$ cat src/rtl/z_packer_pkg.sv
// Shared encodings and constants for the z_packer bit-to-byte packer.
// Holds the RX/TX state types, the packet length and a popcount helper.
package z_packer_pkg;

  localparam int PACKET_LEN = 8;
  localparam int CNT_W      = $clog2(PACKET_LEN);

  typedef enum logic {
    RX_WAIT = 1'b0,
    RX_ACK  = 1'b1
  } rx_state_e;

  typedef enum logic {
    TX_IDLE  = 1'b0,
    TX_VALID = 1'b1
  } tx_state_e;

  function automatic logic [3:0] popcount8(input logic [PACKET_LEN-1:0] v);
    logic [3:0] c;
    c = '0;
    for (int i = 0; i < PACKET_LEN; i++) begin
      c = c + {3'b000, v[i]};
    end
    return c;
  endfunction

endpackage

$ cat src/rtl/z_packer_if.sv
// Upstream (dav_/rfd/z) and downstream (dav_out_/rfd_out/out/ones) handshake bundle.
// The master modport is the environment side and the slave modport is the packer side.
interface z_packer_if;
  logic       dav_;
  logic       z;
  logic       rfd;
  logic       dav_out_;
  logic       rfd_out;
  logic [7:0] out;
  logic [3:0] ones;

  modport master (
    output dav_, z, rfd_out,
    input  rfd, dav_out_, out, ones
  );

  modport slave (
    input  dav_, z, rfd_out,
    output rfd, dav_out_, out, ones
  );
endinterface

$ cat src/rtl/z_packer.sv
// Packs eight z results into a byte plus its ones count, behind an output
// buffer so the next packet is collected while the current one is delivered.
module z_packer
  import z_packer_pkg::*;
(
  input  logic  clock,
  input  logic  reset_,
  z_packer_if.slave bus
);

  localparam logic [CNT_W-1:0] LAST_CNT = CNT_W'(PACKET_LEN - 1);

  rx_state_e             rx_state_q, rx_state_d;
  tx_state_e             tx_state_q, tx_state_d;
  logic [PACKET_LEN-1:0] sh_q, sh_d;
  logic [CNT_W-1:0]      cnt_q, cnt_d;
  logic                  full_q, full_d;
  logic [PACKET_LEN-1:0] out_q, out_d;
  logic [3:0]            ones_q, ones_d;
  logic [PACKET_LEN-1:0] packed_bits;

  assign packed_bits = {sh_q[PACKET_LEN-2:0], bus.z};

  always_comb begin
    rx_state_d = rx_state_q;
    tx_state_d = tx_state_q;
    sh_d       = sh_q;
    cnt_d      = cnt_q;
    full_d     = full_q;
    out_d      = out_q;
    ones_d     = ones_q;

    // TX only clears full and RX only sets it from full_q=0, so the two never collide.
    unique case (tx_state_q)
      TX_IDLE: begin
        if (full_q && bus.rfd_out) begin
          tx_state_d = TX_VALID;
        end
      end
      TX_VALID: begin
        if (!bus.rfd_out) begin
          tx_state_d = TX_IDLE;
          full_d     = 1'b0;
        end
      end
      default: tx_state_d = TX_IDLE;
    endcase

    unique case (rx_state_q)
      RX_WAIT: begin
        if (!bus.dav_ && ((cnt_q != LAST_CNT) || !full_q)) begin
          rx_state_d = RX_ACK;
          if (cnt_q == LAST_CNT) begin
            out_d  = packed_bits;
            ones_d = popcount8(packed_bits);
            full_d = 1'b1;
            cnt_d  = '0;
            sh_d   = '0;
          end else begin
            sh_d  = packed_bits;
            cnt_d = cnt_q + CNT_W'(1);
          end
        end
      end
      RX_ACK: begin
        if (bus.dav_) begin
          rx_state_d = RX_WAIT;
        end
      end
      default: rx_state_d = RX_WAIT;
    endcase
  end

  always_ff @(posedge clock or negedge reset_) begin
    if (!reset_) begin
      rx_state_q <= RX_WAIT;
      tx_state_q <= TX_IDLE;
      sh_q       <= '0;
      cnt_q      <= '0;
      full_q     <= 1'b0;
      out_q      <= '0;
      ones_q     <= '0;
    end else begin
      rx_state_q <= rx_state_d;
      tx_state_q <= tx_state_d;
      sh_q       <= sh_d;
      cnt_q      <= cnt_d;
      full_q     <= full_d;
      out_q      <= out_d;
      ones_q     <= ones_d;
    end
  end

  assign bus.rfd      = (rx_state_q == RX_WAIT);
  assign bus.dav_out_ = (tx_state_q != TX_VALID);
  assign bus.out      = out_q;
  assign bus.ones     = ones_q;

endmodule
$ cat src/flat_wrapper.sv
// flat-port wrapper written by rule: the top's interface ports become plain ports
module z_packer_flat import z_packer_pkg::*;
  (clock, reset_, bus_dav_, bus_z, bus_rfd_out, bus_rfd, bus_dav_out_, bus_out, bus_ones);
  z_packer_if bus_i ();
  input  logic clock;
  input  logic reset_;
  input wire logic [$bits(bus_i.dav_)-1:0] bus_dav_;
  input wire logic [$bits(bus_i.z)-1:0] bus_z;
  input wire logic [$bits(bus_i.rfd_out)-1:0] bus_rfd_out;
  output wire logic [$bits(bus_i.rfd)-1:0] bus_rfd;
  output wire logic [$bits(bus_i.dav_out_)-1:0] bus_dav_out_;
  output wire logic [$bits(bus_i.out)-1:0] bus_out;
  output wire logic [$bits(bus_i.ones)-1:0] bus_ones;
  assign bus_i.dav_ = bus_dav_;
  assign bus_i.z = bus_z;
  assign bus_i.rfd_out = bus_rfd_out;
  assign bus_rfd = bus_i.rfd;
  assign bus_dav_out_ = bus_i.dav_out_;
  assign bus_out = bus_i.out;
  assign bus_ones = bus_i.ones;
  z_packer u_core (.clock(clock), .reset_(reset_), .bus(bus_i));
endmodule
$ cat config.mk
export PLATFORM = sky130hd
export DESIGN_NAME = z_packer_flat
export DESIGN_NICKNAME = d
export VERILOG_FILES = /design/src/rtl/z_packer_pkg.sv /design/src/rtl/z_packer_if.sv /design/src/rtl/z_packer.sv /design/src/flat_wrapper.sv
export SDC_FILE = /design/constraint.sdc
export NUM_CORES = 1
export LEC_CHECK = 0
export CORE_MARGIN = 5
export CORE_UTILIZATION = 51
export CTS_BUF_LIST = sky130_fd_sc_hd__clkbuf_8 sky130_fd_sc_hd__clkbuf_16
export CTS_CLUSTER_SIZE = 24
export DETAILED_ROUTE_END_ITERATION = 12
export PLACE_DENSITY_LB_ADDON = 0.05
export REMOVE_ABC_BUFFERS = 1
export SETUP_SLACK_MARGIN = 0.02
export SLEW_MARGIN = 20
export SYNTH_ARGS = -nofsm -noshare
export SYNTH_HDL_FRONTEND = slang
export SYNTH_SLANG_ARGS = --single-unit
$ cat constraint.sdc
create_clock -name clock -period 3.9 [get_ports clock]
set_input_delay 0.975 -clock clock [delete_from_list [all_inputs] [get_ports clock]]
set_output_delay 0.975 -clock clock [all_outputs]
set_load 0.05 [all_outputs]
# Word-level counts from Yosys, hierarchy flattened
# Cells that the tools add are included.
[classes] n_reduce_logical=7 bitwise=2 addsub=8 eq_ne=2 mux=13
[ops] cell="4-bit by 1-bit adder with 4-bit output" n=5
[ops] cell="1-bit 2-to-1 mux" n=9
[ops] cell="7-bit 2-to-1 mux" n=1
[ops] cell="1-bit one-hot mux with 2 select lines" n=2
[ops] cell="2-bit by 1-bit adder with 3-bit output" n=1
[ops] cell="3-bit by 1-bit adder with 3-bit output (second input constant)" n=1
[ops] cell="3-bit equality test (second input constant)" n=1
[ops] cell="3-bit 2-to-1 mux" n=1
[ops] cell="3-bit != test (second input constant)" n=1
[ops] cell="3-bit AND reduction" n=1
[ops] cell="1-bit by 1-bit adder with 2-bit output" n=1
[ops] cell="1-bit logical AND" n=2
[ops] cell="1-bit logical NOT" n=2
[ops] cell="1-bit NOT" n=2
[ops] cell="2-bit AND reduction" n=1
[ops] cell="1-bit logical OR" n=1
[totals] word_cells=39 out_inout_bits=14 regBits=25

# Longest topological paths before layout
# Gate-level depths: netlist (run 1).
[depth] ltp_word=7 ltp_mapped=10 mapped_depth_nobuf=10

# Worst setup path after synthesis (run 1)
# No wires, ideal clock.
[synth_path] path_kind="input port to flip-flop" from="input bus_z" to="register u_core.ones_q[2], in the netlist u_core.bus.ones[2]" path_slack_ns=0.511 arrival_ns=3.307 path_stages=10 n_path_buf=0 cell_sequence="fa_1 -> inv_1 -> fa_1 -> fa_1 -> inv_1 -> ha_1 -> inv_1 -> fa_1 -> xor2_1 -> o21ai_0"
[synth_via] elab_chain_cells=7
[synth_rtl] item="start, declared" line_no="flat_wrapper.sv:8" source="input wire logic [$bits(bus_i.z)-1:0] bus_z;"
[synth_rtl] item="1-bit by 1-bit adder with 2-bit output" line_no="z_packer_pkg.sv:22" source="c = c + {3'b000, v[i]};"
[synth_rtl] item="2-bit by 1-bit adder with 3-bit output" line_no="z_packer_pkg.sv:22"
[synth_rtl] item="4-bit by 1-bit adder with 4-bit output (5 in series)" line_no="z_packer_pkg.sv:22"
[synth_rtl] item="end signal, assigned" line_no="z_packer.sv:90" source="ones_q <= ones_d;"
[synth_rtl] item="end, declared" line_no="z_packer.sv:19" source="logic [3:0] ones_q, ones_d;"
# Every way passes these cells.
# A chain may end at the register's enable or synchronous reset.

# Final worst setup path (run 1)
# Same ends and word-level chain as after synthesis.

==> flow_metrics.py, run 1 <==
metrics = {
    "power_and_ir_drop": {
        "ir_drop_uv": 557,
        "p_switching_uw": 474,
        "seq_power_share": 0.372,
        "switching_share": 0.429,
        "power_frac_comb": 0.496,
        "power.leakage_nw": 0.660,
        "power.density_nw_per_um2": 809,
        "internal-power_uw": 631,
        "clkPwrFrac": 0.132,
    },
    "critical_path": {
        "path_max_fanout": 2,
        "crit_chain": "clkdlybuf4s50_1 -> fa_1 -> inv_1 -> fa_1 -> fa_1 -> inv_1 -> ha_1 -> inv_1 -> fa_1 -> xor2_1 -> o21ai_0",
        "rrSetupSlack_ps": 970,
        "critPathKind": "in2reg",
        "cpMostUsedCell": "fa_1",
        "end_kind": "flip-flop",
        "critPathArrivalTime_ps": 3870,
        "cp.required_ps": 4090,
        "reg2reg_to": "u_core.bus.ones[2]",
        "rr_startpoint": "u_core.sh_q[0]",
        "rr_worst_depth": 10,
        "slowest_stage": "fa_1",
        "cp-start-kind": "input port",
        "cpPeakStageDelay_ps": 550,
    },
    "sta": {
        "setup_viol": 0,
        "grt_setup_unrepaired": "no",
        "hold_viol": 0,
        "finalSetupTns_ps": 0,
        "fmax_mhz": 272,
        "slew_violations": 0,
        "tightest_slew_ps": 838,
        "skew_ps": 1.14,
        "holdWs_ps": 478,
        "timing.final.crit_share": 0.944,
        "slew_headroom": 0.434,
        "fin_crit_ps": 3680,
    },
    "place": {
        "gp_congestion": 0.732,
        "place_hpwl_um": 1420,
        "io_buffers": 18,
        "dpl.cell_count": 142,
    },
    "routing": {
        "drc": 0,
        "drt_pass1_iterations": 3,
        "drtAntennaViolNets": 0,
        "wl_per_cell_um": 12.8,
        "initialDrtViolationCount": 6,
        "vias_per_cell": 5.06,
        "wirelength_um": 1870,
        "vias": 739,
    },
    "synth": {
        "synth_flop_cell": "dfrtp_1",
        "avgSynthCellArea_sq_um": 11.5,
        "yosys-top-cells-count": "dfrtp_1, nand2_1, inv_1, a22o_1, o21ai_0",
        "synth_area_sq_um": 1120,
        "synthDistinctLibCells": 19,
        "synth_edf_count": 0,
        "synthTopCellsByArea": "dfrtp_1, nand2_1, fa_1, a22o_1, ha_1",
        "synth.largest_area_cell": "dfrtp_1",
        "synth_top_cell_area_share": 0.557,
        "ys_ff_latch": 25,
        "yosysWarnings": 0,
        "async_reset_ff_frac": 1.00,
        "ys_seq_area_frac": 0.557,
        "yosysMostFrequentCell": "dfrtp_1",
        "synth_cells": 98,
    },
    "cells_and_area": {
        "fill_cells": 179,
        "insertedDiodeCount": 0,
        "layout.nets": 133,
        "multi_input_area_sq_um": 432,
        "area_growth_pct": 21.5,
        "ff_latch_area_sq_um": 626,
        "drive_gt1_frac": 0.0763,
        "fin_util": 0.635,
        "final_cells": 146,
    },
    "worst_hold_path": {
        "hold_path_class": "reg2reg",
        "min_from": "u_core.bus.out[0]",
        "holdPathEnd": "u_core.bus.out[0]",
        "holdPathStages": 2,
    },
    "clocking": {
        "clkSinkCount": 25,
        "cts_setup_buffers": 0,
        "ctsHoldBuffers": 0,
        "clock_latency_ps": 260,
        "cts_max_path_buffers": 2,
        "tritoncts": "done",
        "cts_htree_levels": 1,
        "cts-root-buf": "clkbuf_8",
        "cts_resized": 0,
        "cts-buffers-inserted": 3,
        "clk_pin_slew_ps": 80,
    },
    "die": {
        "die_x_um": 56.9,
        "initial_core_util": 0.523,
        "row_count": 17,
        "dieArea_sq_um": 3240,
        "io_pins": 19,
        "core_area_sq_um": 2150,
        "die_y_um": 56.9,
    },
    "global_route": {
        "grt.busiest_layer": "met2",
        "met2_usage": 0.225,
        "grt_pass1_wl_um": 3480,
        "overflow": 0,
        "met3_usage": 0.0226,
        "grt_pass1_vias": 776,
        "grt_max_degree": 26,
        "antenna_found_initial": 0,
        "use_met1": 0.177,
        "grt_usage": 0.136,
    },
    "run_status": {
        "status": "completed",
    },
    "run": {
        "max_cap_violations": 0,
    },
}
## cell families after synthesis
group           Yosys count  share of synthesized area
simple gates             26                      0.101
flops                    25                      0.557
compound gates           19                      0.118
buf+inv                  15                     0.0590
fa+ha+maj                 9                      0.127
mux                       3                     0.0301
xor+xnor                  1                    0.00780
## power groups by stage
stage	logic (mW)	registers, mW	clock network (mW)
2_1_floorplan	0.229	0.566	0
3_3_place_gp	0.539	0.413	0
3_5_place_dp	0.556	0.418	0
4_1_cts	0.560	0.412	0.152
5_1_grt	0.609	0.428	0.164
6_report	0.548	0.411	0.146
## metal layers
metal  part of all wire  up-vias
li1                   -      366
met1               0.43      362
met2               0.52        9
met3              0.036        2
met4              0.011        0
met5                  0        -
## worst max path at each step
stage | startpoint | endpoint | slack (ps) | cells after the start
after floorplan | bus_z | u_core.bus.ones[2] | 510 | 10
after global placement | bus_z | u_core.bus.ones[2] | 1 | 11
after detailed placement | bus_z | u_core.bus.ones[2] | -80 | 11
after CTS | bus_z | u_core.bus.ones[2] | 190 | 11
after global routing | bus_z | u_core.bus.ones[2] | 70 | 11
final | bus_z | u_core.bus.ones[2] | 220 | 11
## stage by stage
stage                     power (mW)  worst slack (ps)  cell area, sq um
after floorplan                0.795               510              1100
after global placement         0.951              1.34              1330
after detailed placement       0.974             -83.8              1330
after CTS                       1.12               194              1370
after global routing            1.20              70.1              1370
final                           1.10               219              1370
## sequential cells by signal, summed over array words and instances, names as in the netlist
register           flops
u_core.full_q          1
u_core.sh_q            7
u_core.rx_state_q      1
u_core.bus.ones        4
u_core.cnt_q           3
u_core.bus.out         8
u_core.tx_state_q      1
## worst max-delay path: cells and delay by family
| family | cells | cell delay [ps] |
|---|---|---|
| buffers and inverters | 4 | 620 |
| xor gates and xnor gates | 1 | 160 |
| adders and majority gates | 5 | 1980 |
| AOI/OAI and AO/OA | 1 | 130 |
## area by class of cell
class	count	area share
multi-input combinational	58	0.316
inverter	12	0.0330
clock buffer	3	0.0302
clock inverter	1	0.00275
tap	28	0.0257
sequential	25	0.458
timing repair buffer	19	0.134
## placed cells by master, fill, tap and decap left out, types with 3 or more instances in the layout
cell type	netlist	routed
a22o_1	8	8
clkbuf_8	0	3
clkdlybuf4s50_1	0	17
dfrtp_1	25	25
fa_1	4	4
ha_1	5	5
inv_1	12	13
mux2_2	3	3
nand2_1	22	22
o21ai_0	7	7
No activity file was read; power rests on OpenSTA's default activity.
==> run 2: changes to the inputs <==
--- a/config.mk
+++ b/config.mk
@@ -7,3 +7,2 @@
 export LEC_CHECK = 0
-export CORE_MARGIN = 5
 export CORE_UTILIZATION = 51
@@ -15,2 +14,3 @@
 export SETUP_SLACK_MARGIN = 0.02
+export SKIP_LAST_GASP = 1
 export SLEW_MARGIN = 20
--- a/constraint.sdc
+++ b/constraint.sdc
@@ -3,2 +3,2 @@
 set_output_delay 0.975 -clock clock [all_outputs]
-set_load 0.05 [all_outputs]
+set_load 0.02 [all_outputs]
==> flow_metrics.py, run 2 (synthesized netlist as in run 1, its figures left out) <==
metrics = {
    "global_route": {
        "use_met1": 0.263,
        "met3_usage": 0.0374,
        "grt_max_degree": 26,
        "overflow": 0,
        "grt_pass1_wl_um": 3460,
        "grt_pass1_vias": 727,
        "grt.busiest_layer": "met2",
        "grt_usage": 0.197,
        "antenna_found_initial": 0,
        "met2_usage": 0.306,
    },
    "clocking": {
        "cts_htree_levels": 1,
        "clkSinkCount": 25,
        "tritoncts": "done",
        "cts_max_path_buffers": 2,
        "clk_pin_slew_ps": 80,
        "clock_latency_ps": 270,
        "cts-buffers-inserted": 3,
        "cts-root-buf": "clkbuf_8",
    },
    "place": {
        "post_dp_cell_area_sq_um": 1320,
        "gp_congestion": 0.733,
        "preCtsSetupSlack_ps": -122,
        "io_buffers": 18,
        "place_hpwl_um": 1390,
    },
    "power_and_ir_drop": {
        "ir_drop_uv": 439,
        "internal-power_uw": 631,
        "power.density_nw_per_um2": 734,
        "p_switching_uw": 370,
        "clkPwrFrac": 0.150,
        "power_frac_comb": 0.436,
        "switching_share": 0.370,
        "power.leakage_nw": 0.660,
        "seq_power_share": 0.415,
    },
    "sta": {
        "grt_setup_unrepaired": "no",
        "finalSetupTns_ps": 0,
        "fmax_mhz": 270,
        "tightest_slew_ps": 900,
        "skew_ps": 2.72,
        "fin_crit_ps": 3710,
        "timing.final.crit_share": 0.951,
        "slew_violations": 0,
        "hold_viol": 0,
        "fin_ws_ps": 193,
        "setup_viol": 0,
        "slew_headroom": 0.391,
    },
    "cells_and_area": {
        "mostFrequentLayoutCell": "dfrtp_1",
        "fill_cells": 161,
        "drive_gt1_frac": 0.0763,
        "largest_register_ffs": 8,
        "ff_latch_area_sq_um": 626,
        "final_cell_area_sq_um": 1360,
        "fin_util": 0.675,
        "multi_input_area_sq_um": 432,
        "insertedDiodeCount": 0,
        "layout.nets": 133,
        "final_cell_mix": "dfrtp_1, nand2_1, clkdlybuf4s50_1",
        "area_growth_pct": 21.4,
    },
    "critical_path": {
        "cp.required_ps": 4080,
        "slowest_stage": "fa_1",
        "cp-start-kind": "input port",
        "path_max_fanout": 2,
        "crit_buf_inv": 4,
        "critPathArrivalTime_ps": 3880,
        "end_kind": "flip-flop",
        "cpPeakStageDelay_ps": 540,
        "critPathTopFamily": "adder cells",
        "crit_chain": "clkdlybuf4s50_1 -> fa_1 -> inv_1 -> fa_1 -> fa_1 -> inv_1 -> ha_1 -> inv_1 -> fa_1 -> o21ai_0",
        "cpMostUsedCell": "fa_1",
        "critPathKind": "in2reg",
    },
    "die": {
        "io_pins": 19,
        "initial_core_util": 0.556,
        "die_y_um": 48.9,
        "dieArea_sq_um": 2390,
        "row_count": 16,
        "core_area_sq_um": 2020,
        "die_x_um": 48.9,
    },
    "run": {
        "max_cap_violations": 0,
    },
    "routing": {
        "drtAntennaViolNets": 0,
        "vias": 744,
        "drc": 0,
        "wirelength_um": 1960,
        "vias_per_cell": 5.13,
        "initialDrtViolationCount": 4,
        "drt_pass1_iterations": 4,
        "wl_per_cell_um": 13.5,
    },
    "worst_hold_path": {
        "hold_path_class": "reg2reg",
    },
    "run_status": {
        "status": "completed",
    },
}
==> run 2: cell counts in the layout (fill, tap and decap cells not counted) <==
Identical to the previous run, type by type.
==> run 2: layout make-up <==
class	instances	share of cell area
multi-input cells	58	0.317
repair buffers	19	0.134
flip-flops and latches	25	0.459
well taps	27	0.0248
inverters	12	0.0330
clock inverters	1	0.00275
clock buffers	3	0.0303
==> run 2: per-layer routing <==
metal,share of wire,vias up
li1,-,362
met1,0.49,358
met2,0.45,20
met3,0.037,4
met4,0.021,0
met5,0,-
==> run 2: path summary, 6_finish.rpt <==
check                                       start  cells past startpoint  slack [ps]            endpoint
max in group asynchronous                  reset_                      1        2840  u_core.bus.ones[1]
min in group asynchronous                  reset_                      1         690       u_core.full_q
worst max register to register     u_core.sh_q[0]                      9         930  u_core.bus.ones[1]
worst max-delay path                        bus_z                     10         190  u_core.bus.ones[1]
worst min-delay path            u_core.bus.out[4]                      2         480   u_core.bus.out[4]
worst min register to register  u_core.bus.out[4]                      2         480   u_core.bus.out[4]
==> run 2: what timing repair did <==
action                                  4_1_cts  5_1_grt
hold buffers                                  0        0
endpoints found under the setup margin        0        1
buffers inserted                              0        0
gates resized for setup                       0        1
==> run 2: power by group through the flow <==
| stage | Clock [mW] | Sequential (mW) | Combinational (mW) |
|---|---|---|---|
| 3_3_place_gp | 0 | 0.414 | 0.421 |
| 5_1_grt | 0.164 | 0.428 | 0.488 |
| 4_1_cts | 0.154 | 0.416 | 0.441 |
| 6_report | 0.150 | 0.415 | 0.436 |
| 2_1_floorplan | 0 | 0.463 | 0.219 |
| 3_5_place_dp | 0 | 0.421 | 0.440 |
==> run 2: per-stage QoR <==
stage	instances	power, mW	hold WS, ps
2_1_floorplan	95	0.683	451
3_3_place_gp	141	0.836	457
3_5_place_dp	141	0.860	462
4_1_cts	145	1.01	490
5_1_grt	145	1.08	503
6_report	145	1.00	484
==> run 2: worst register-to-register path, cell delays in order (launching register included) <==
cell and delay, ps:
dfrtp_1 440, fa_1 510, inv_1 50, fa_1 450, fa_1 500, inv_1 40
ha_1 190, inv_1 80, fa_1 400, o21ai_0 210
==> run 3: changes to the inputs <==
Settings changed: CORE_UTILIZATION 51 to 54, GPL_ROUTABILITY_DRIVEN set to 0, SLEW_MARGIN 20 to unset.
Clock period 3.9 ns to 4.6 ns, I/O delays scaled along.
==> flow_metrics.py, run 3 (synthesized netlist as in run 1, its figures left out) <==
metrics = {
    "run_status": {
        "status": "completed",
    },
    "critical_path": {
        "endpoint": "u_core.bus.ones[2]",
        "path_max_fanout": 3,
        "rr_worst_depth": 10,
        "end_kind": "flip-flop",
        "crit_cells": 11,
        "cpPeakStageDelay_ps": 550,
        "critPathTopFamily": "adder cells",
        "critPathArrivalTime_ps": 4050,
        "rrSetupSlack_ps": 1700,
        "rr_startpoint": "u_core.sh_q[0]",
        "crit_buf_inv": 4,
        "critPathKind": "in2reg",
        "cpMostUsedCell": "fa_1",
        "slowest_stage": "fa_1",
        "crit_chain": "clkdlybuf4s50_1 -> fa_1 -> inv_1 -> fa_1 -> fa_1 -> inv_1 -> ha_1 -> inv_1 -> fa_1 -> xor2_1 -> o21ai_0",
        "cp-start-kind": "input port",
        "critPathLaunch": "bus_z",
        "cp.required_ps": 4790,
        "reg2reg_to": "u_core.bus.ones[2]",
    },
    "die": {
        "die_y_um": 47.6,
        "dieArea_sq_um": 2270,
        "row_count": 16,
        "io_pins": 19,
        "core_area_sq_um": 1960,
        "initial_core_util": 0.573,
        "die_x_um": 47.6,
    },
    "cells_and_area": {
        "layout.nets": 132,
        "largest_register_ffs": 8,
        "final_cell_mix": "dfrtp_1, nand2_1, clkdlybuf4s50_1",
        "final_cells": 144,
        "area_growth_pct": 21.5,
        "drive_gt1_frac": 0.0684,
        "insertedDiodeCount": 0,
        "mostFrequentLayoutCell": "dfrtp_1",
    },
    "worst_hold_path": {
        "hold_path_class": "reg2reg",
    },
    "routing": {
        "dr.max_layer_used": "met4",
        "drc": 0,
        "drt_pass1_iterations": 4,
        "vias": 748,
        "wirelength_um": 1810,
        "vias_per_cell": 5.19,
        "dr_wl_met2_um": 865,
        "wl_met1_um": 834,
        "drtAntennaViolNets": 0,
        "wl_per_cell_um": 12.6,
        "dr_wl_met3_um": 74,
        "initialDrtViolationCount": 10,
    },
    "clocking": {
        "cts_htree_levels": 1,
        "cts_setup_buffers": 0,
        "clkSinkCount": 25,
        "clock_latency_ps": 270,
        "cts_resized": 0,
        "clk_pin_slew_ps": 90,
        "ctsHoldBuffers": 0,
        "cts-buffers-inserted": 3,
        "tritoncts": "done",
        "cts_max_path_buffers": 2,
        "cts-root-buf": "clkbuf_8",
    },
    "sta": {
        "holdWs_ps": 484,
        "slew_violations": 0,
        "hold_viol": 0,
        "slew_headroom": 0.283,
        "tightest_slew_ps": 1070,
        "fmax_mhz": 260,
        "grt_setup_unrepaired": "no",
        "finalSetupTns_ps": 0,
        "timing.final.crit_share": 0.838,
        "skew_ps": 2.23,
        "setup_viol": 0,
        "fin_ws_ps": 747,
        "fin_crit_ps": 3850,
    },
    "power_and_ir_drop": {
        "ir_drop_uv": 375,
        "power.density_nw_per_um2": 616,
        "power.leakage_nw": 0.650,
    },
    "place": {
        "place_hpwl_um": 1320,
        "io_buffers": 18,
        "dpl.cell_count": 140,
        "preCtsSetupSlack_ps": 452,
    },
    "global_route": {
        "overflow": 0,
        "grt_pass1_vias": 664,
        "antenna_found_initial": 0,
        "grt_max_degree": 26,
        "grt_pass1_wl_um": 2830,
        "grt_usage": 0.188,
    },
    "run": {
        "max_cap_violations": 0,
    },
}
[run 3: changes by cell type in the layout (fill, tap and decap cells not counted)]
cell / change
clkdlybuf4s50_1: +1
clkinvlp_4: +1
o21ai_1: -1
o21ai_0: +1
inv_1: -1
buf_4: -1
buf_2: -1
[run 3: metrics by stage]
step	utilization	total power, mW	instance area (sq um)
final	0.696	0.841	1370
after global routing	0.696	0.922	1370
after CTS	0.696	0.854	1370
after detailed placement	0.671	0.721	1320
after global placement	0.671	0.708	1320
after floorplan	-	0.579	1100
[run 3: report_power, final]
part / internal, mW / switching, mW / total (mW)
sequential: 0.297 / 0.0525 / 0.349
combinational: 0.176 / 0.185 / 0.361
clock: 0.0613 / 0.0694 / 0.131
total: 0.534 / 0.307 / 0.841
[run 3: worst min-delay path by stage]
| stage | startpoint | endpoint | cells after the start | slack (ps) |
|---|---|---|---|---|
| after floorplan | u_core.tx_state_q | u_core.tx_state_q | 1 | 450 |
| after global placement | u_core.bus.out[1] | u_core.bus.out[1] | 2 | 460 |
| after detailed placement | u_core.bus.out[0] | u_core.bus.out[0] | 2 | 460 |
| after CTS | u_core.bus.out[0] | u_core.bus.out[0] | 2 | 480 |
| after global routing | u_core.tx_state_q | u_core.tx_state_q | 1 | 500 |
| final | u_core.bus.out[0] | u_core.bus.out[0] | 2 | 480 |
[run 3: area by class of cell]
type / count / area (sq um)
clock buffers: 3 / 41.3
clock inverters: 1 / 7.51
fillers: 157 / 597
inverters: 12 / 45.0
multi-input cells: 58 / 432
flip-flops and latches: 25 / 626
well taps: 27 / 33.8
repair buffers: 18 / 180
[run 3: tightest hold or removal path, delay by kind of cell, from the launching register on]
family / cells / cell delay [ps]
simple gates: 2 / 110
flops: 1 / 350
[run 3: metal layers]
metal,global-route usage,vias up
li1,-,362
met1,0.234,363
met2,0.315,19
met3,0.0340,4
met4,0.100,0
met5,0,-
